File: config.mk
export PLATFORM = sky130hd
export DESIGN_NAME = pdm_mic_rx
export DESIGN_NICKNAME = d
export VERILOG_FILES = /design/src/rtl/pdm_mic_rx.sv
export SDC_FILE = /design/constraint.sdc
export NUM_CORES = 1
export LEC_CHECK = 0
export CORE_UTILIZATION = 50
export DETAILED_ROUTE_END_ITERATION = 7
export PLACE_DENSITY = 0.83
export SYNTH_ARGS = -nofsm -noshare
export SYNTH_HDL_FRONTEND = slang
export SYNTH_SLANG_ARGS = --single-unit
File: constraint.sdc
create_clock -name clk -period 2 [get_ports clk]
set_clock_uncertainty 0.1 [all_clocks]
set_input_delay 0.2 -clock clk [delete_from_list [all_inputs] [get_ports clk]]
set_output_delay 0.2 -clock clk [all_outputs]
set_load 0.05 [all_outputs]
File: src/rtl/pdm_mic_rx.sv
// pdm_mic_rx: PDM mic clock generator and stereo L/R capture with post-enable wake-up hold-off.
// Define PDM_SYNC_EN to pass mic_data through a 2-flop synchronizer before capture.
module pdm_mic_rx #(
  parameter int CLK_DIV  = 8,
  parameter int WAKE_CYC = 16
) (
  input  logic clk,
  input  logic rst,
  input  logic en,
  input  logic mic_data,
  output logic mic_clk,
  output logic data_l,
  output logic data_r,
  output logic we,
  output logic running
);
  localparam int HALF = CLK_DIV / 2;
  localparam int DW   = $clog2(CLK_DIV);
  localparam int WW   = $clog2(WAKE_CYC + 1);

  typedef enum logic [1:0] {IDLE, WAKE, RUN} state_t;

  state_t        r_state, w_next;
  logic [DW-1:0] r_div, w_div_nxt;
  logic [WW-1:0] r_wake;
  logic          r_mic_clk, r_data_l, r_data_r, r_we;
  logic          w_wrap, w_sample;

`ifdef PDM_SYNC_EN
  logic [1:0] r_sync;
  always_ff @(posedge clk or posedge rst)
    if (rst) r_sync <= '0;
    else     r_sync <= {r_sync[0], mic_data};
  assign w_sample = r_sync[1];
`else
  assign w_sample = mic_data;
`endif

  assign w_wrap    = r_div == DW'(CLK_DIV - 1);
  assign w_div_nxt = w_wrap ? '0 : r_div + 1'b1;

  always_comb
    w_next = !en                ? IDLE :
             r_state == IDLE    ? WAKE :
             (r_state == WAKE && w_wrap && r_wake == WW'(WAKE_CYC - 1)) ? RUN : r_state;

  always_ff @(posedge clk or posedge rst)
    if (rst) r_state <= IDLE;
    else     r_state <= w_next;

  // mic_clk is set from the next div_cnt so it stays glitch-free across IDLE->WAKE->RUN
  always_ff @(posedge clk or posedge rst)
    if (rst) begin
      r_div     <= '0;
      r_wake    <= '0;
      r_mic_clk <= 1'b0;
      r_data_l  <= 1'b0;
      r_data_r  <= 1'b0;
      r_we      <= 1'b0;
    end else begin
      r_we <= 1'b0;
      if (!en) begin
        r_mic_clk <= 1'b0;
      end else if (r_state == IDLE) begin
        r_div     <= '0;
        r_wake    <= '0;
        r_mic_clk <= 1'b1;
      end else begin
        r_div     <= w_div_nxt;
        r_mic_clk <= w_div_nxt < DW'(HALF);
        if (r_state == WAKE && w_wrap) r_wake <= r_wake + 1'b1;
        if (r_state == RUN && r_div == DW'(HALF - 1)) r_data_l <= w_sample;
        if (r_state == RUN && w_wrap) begin
          r_data_r <= w_sample;
          r_we     <= 1'b1;
        end
      end
    end

  assign mic_clk = r_mic_clk;
  assign data_l  = r_data_l;
  assign data_r  = r_data_r;
  assign we      = r_we;
  assign running = r_state == RUN;
endmodule

==> flow_summary.json, run 1 <==
{
  "status": "finished clean",
  "syn_to_final_growth_pct": 18.38,
  "peakVddDrop_uv": 425.9,
  "p_int_uw": 436.5,
  "pwr-share-seq": 0.534,
  "postCtsHoldBufs": 0,
  "vias": 482,
  "die_height_um": 39.27,
  "grt_pass1_vias": 458,
  "track_usage": 0.1968,
  "hold_viol": 0,
  "dpl-instance-area_um2": 785.8,
  "worstSetupPathType": "reg -> out",
  "grtUsageMet2": 0.2958,
  "crit_required_ps": 1700,
  "drt_first_pass_iters": 3,
  "grt-ovfl-total": 0,
  "post_cts_buffers": 0,
  "syn_area_um2": 694.4,
  "cts_tree": "built",
  "insertion_delay_ps": 290,
  "routabilityCongestion": 0.7714,
  "crit_slowest_cell": "clkdlybuf4s50_1",
  "crit_chain": "clkdlybuf4s50_1",
  "maxSlewHeadroom": 0.6527,
  "grtUsageMet3": 0.03409,
  "syn_avg_cell_area_um2": 11.02,
  "tns_ps": 0,
  "drt_wl_total_mm": 1.165,
  "endpoint_kind": "output pin",
  "use_met1": 0.2583,
  "htree_levels": 1,
  "synth_top_family_by_area": "simple AND/OR/NAND/NOR gates",
  "worst_slew_pin_slew_ps": 520.3,
  "period_share": 0.8827,
  "grt_first_pass_wirelength_mm": 1.938,
  "nFillCells": 100,
  "arrival_ps": 1470,
  "wl_per_cell_um": 13.09,
  "p_sw_frac": 0.2508,
  "cp_top_family": "buffers and inverters",
  "clock.fmax_mhz": 566.5,
  "p_leak_nw": 0.3960,
  "num_rows": 13,
  "setup_violations": 0,
  "cts-root-buf": "clkbuf_4",
  "clkTransAtPathRegs_ps": 90,
  "maxCapViolations": 0,
  "postRouteAntennaNets": 0,
  "core-area_um2": 1301,
  "die_w_um": 39.27,
  "start_kind": "flop",
  "cts_sinks": 14,
  "slew_viol_final": 0,
  "worstHoldPathType": "in -> async",
  "ys_seq_area_frac": 0.5045,
  "cts-resized-gates": 0,
  "final_area_um2": 822.0,
  "numPortBuffers": 8,
  "die-area_um2": 1542,
  "top_usage_layer": "met2",
  "syn_inst": 63,
  "cp_num_buf_inv": 1,
  "viasPerCell": 5.416,
  "yosys_warnings": 0,
  "synth_seq_cells": 14,
  "synth_compound_area_frac": 0.1117,
  "synth-adder-area-share": 0.09009,
  "finalCriticalPeriod_ps": 1765,
  "synth_simple_gate_area_frac": 0.1838,
  "n_antenna_cell": 0,
  "clkPwrFrac": 0.357,
  "detailedRoute.firstIterationViolations": 14,
  "power.density_nw_per_um2": 708.8,
  "drive_gt1_frac": 0.1486,
  "p_switching_uw": 146.2,
  "synth_fp_nets": 72,
  "rr_worst_depth": 4,
  "cts_buffers": 3,
  "cp_max_fo": 2,
  "pin_count": 9,
  "cpPeakStageDelay_ps": 810,
  "dp_hpwl_um": 875.8,
  "start_util": 0.5337,
  "ys_types": 26,
  "antenna_found_initial": 0,
  "cts_buffer_depth": 2,
  "grt_max_degree": 15,
  "crit_cells": 1,
  "fin_nets": 84,
  "synthMuxAreaShare": 0.05946,
  "rsz0062_at_grt": "false",
  "synthXorXnorAreaFrac": 0,
  "drc": 0,
  "power_frac_comb": 0.109
}
-- synth_stat cells, drive strengths merged --
cell type	number	share of area
nand2b	2	0.018
nor2b	3	0.031
inv	8	0.043
dfrtp	14	0.50
nand4b	1	0.013
nor2	4	0.025
nand4	1	0.0090
buf	1	0.0072
o2bb2ai	2	0.025
nand2	3	0.016
o32ai	1	0.013
nor3b	1	0.011
a21o	1	0.011
or4b	1	0.014
and3	2	0.025
a21boi	2	0.022
mux2	3	0.059
ha	5	0.090
nand3	3	0.022
o311ai	1	0.013
o21ai	4	0.029
-- metal layers --
metal,routed length (um),share of wire,vias up
met3,36,0.031,5
met1,517,0.44,225
li1,-,-,243
met2,576,0.49,9
met5,0,0,-
met4,36,0.031,0
-- state kept, by name (all words and copies together), names as in the netlist --
name / flops
r_div: 3
mic_clk: 1
r_state: 2
we: 1
data_l: 1
data_r: 1
r_wake: 5
-- worst register-to-register path: stages, from the launching register on --
cell and delay (ps):
dfrtp_1 400, ha_1 230, ha_1 280, or4b_1 520, o21ai_1 90
-- metrics by stage --
step | utilization | hold WS [ps] | power (mW) | std cells | setup slack [ps]
floorplan | - | -10.78 | 0.3584 | 63 | 255.5
global placement | 0.6038 | 374.5 | 0.3758 | 85 | 332.9
detailed placement | 0.6038 | 382.0 | 0.3813 | 85 | 314.3
CTS | 0.6317 | 162.6 | 0.5902 | 89 | 220.2
global route | 0.6317 | 189.5 | 0.6124 | 89 | 179.4
finish | 0.6317 | 138.6 | 0.5827 | 89 | 234.7
-- cell usage in the layout (no fill, tap or decap) --
cell              n
a21boi_0          2
a21o_1            1
and3_1            1
and3_4            1
buf_4             1
clkbuf_4          3
clkbuf_8          1
clkdlybuf4s50_1   7
dfrtp_1          14
ha_1              5
inv_1             8
mux2_2            1
mux2_4            2
nand2_1           3
nand2b_1          2
nand3_1           3
nand4_1           1
nand4b_1          1
nor2_1            3
nor2_2            1
nor2b_1           2
nor2b_2           1
nor3b_1           1
o21ai_0           2
o21ai_1           2
o2bb2ai_1         2
o311ai_1          1
o32ai_1           1
or4b_1            1
-- worst paths after layout --
| kind | from | endpoint | slack (ps) |
|---|---|---|---|
| max reg2reg | r_div[0] | r_div[0] | 310 |
| min | rst | r_wake[3] | 140 |
| max | data_r | data_r | 230 |
| min in group clk | r_wake[4] | r_wake[4] | 400 |
| min reg2reg | r_wake[4] | r_wake[4] | 400 |
| max in group asynchronous | rst | mic_clk | 1310 |
-- power groups by stage --
stage	combinational, mW	sequential [mW]	clock, mW
after floorplan	0.0366	0.322	0
after global placement	0.0608	0.315	0
after detailed placement	0.0645	0.317	0
after CTS	0.0647	0.311	0.215
after global routing	0.0731	0.313	0.226
final	0.0634	0.311	0.208
-- layout make-up --
type | instances | area [um2] | share of cell area
Multi-Input combinational cell | 40 | 309.0 | 0.3760
Sequential cell | 14 | 350.3 | 0.4262
Inverter | 8 | 30.03 | 0.03653
Tap cell | 15 | 18.77 | 0.02283
Clock buffer | 4 | 36.28 | 0.04414
Timing Repair Buffer | 8 | 77.57 | 0.09437
-- cells by family after synthesis --
logic type | Yosys count
AND/OR/NAND/NOR | 21
flip-flops | 14
AO/OA/AOI/OAI | 11
buffers and inverters | 9
adder cells (fa/ha/maj) | 5
multiplexers | 3
Power figures use the tool's default switching activity.
==> run 2, diff against run 1 <==
Settings changed: SLEW_MARGIN set to 5.
==> results of run 2 <==
The final DEF is identical to that of run 1; final timing and power are the same.
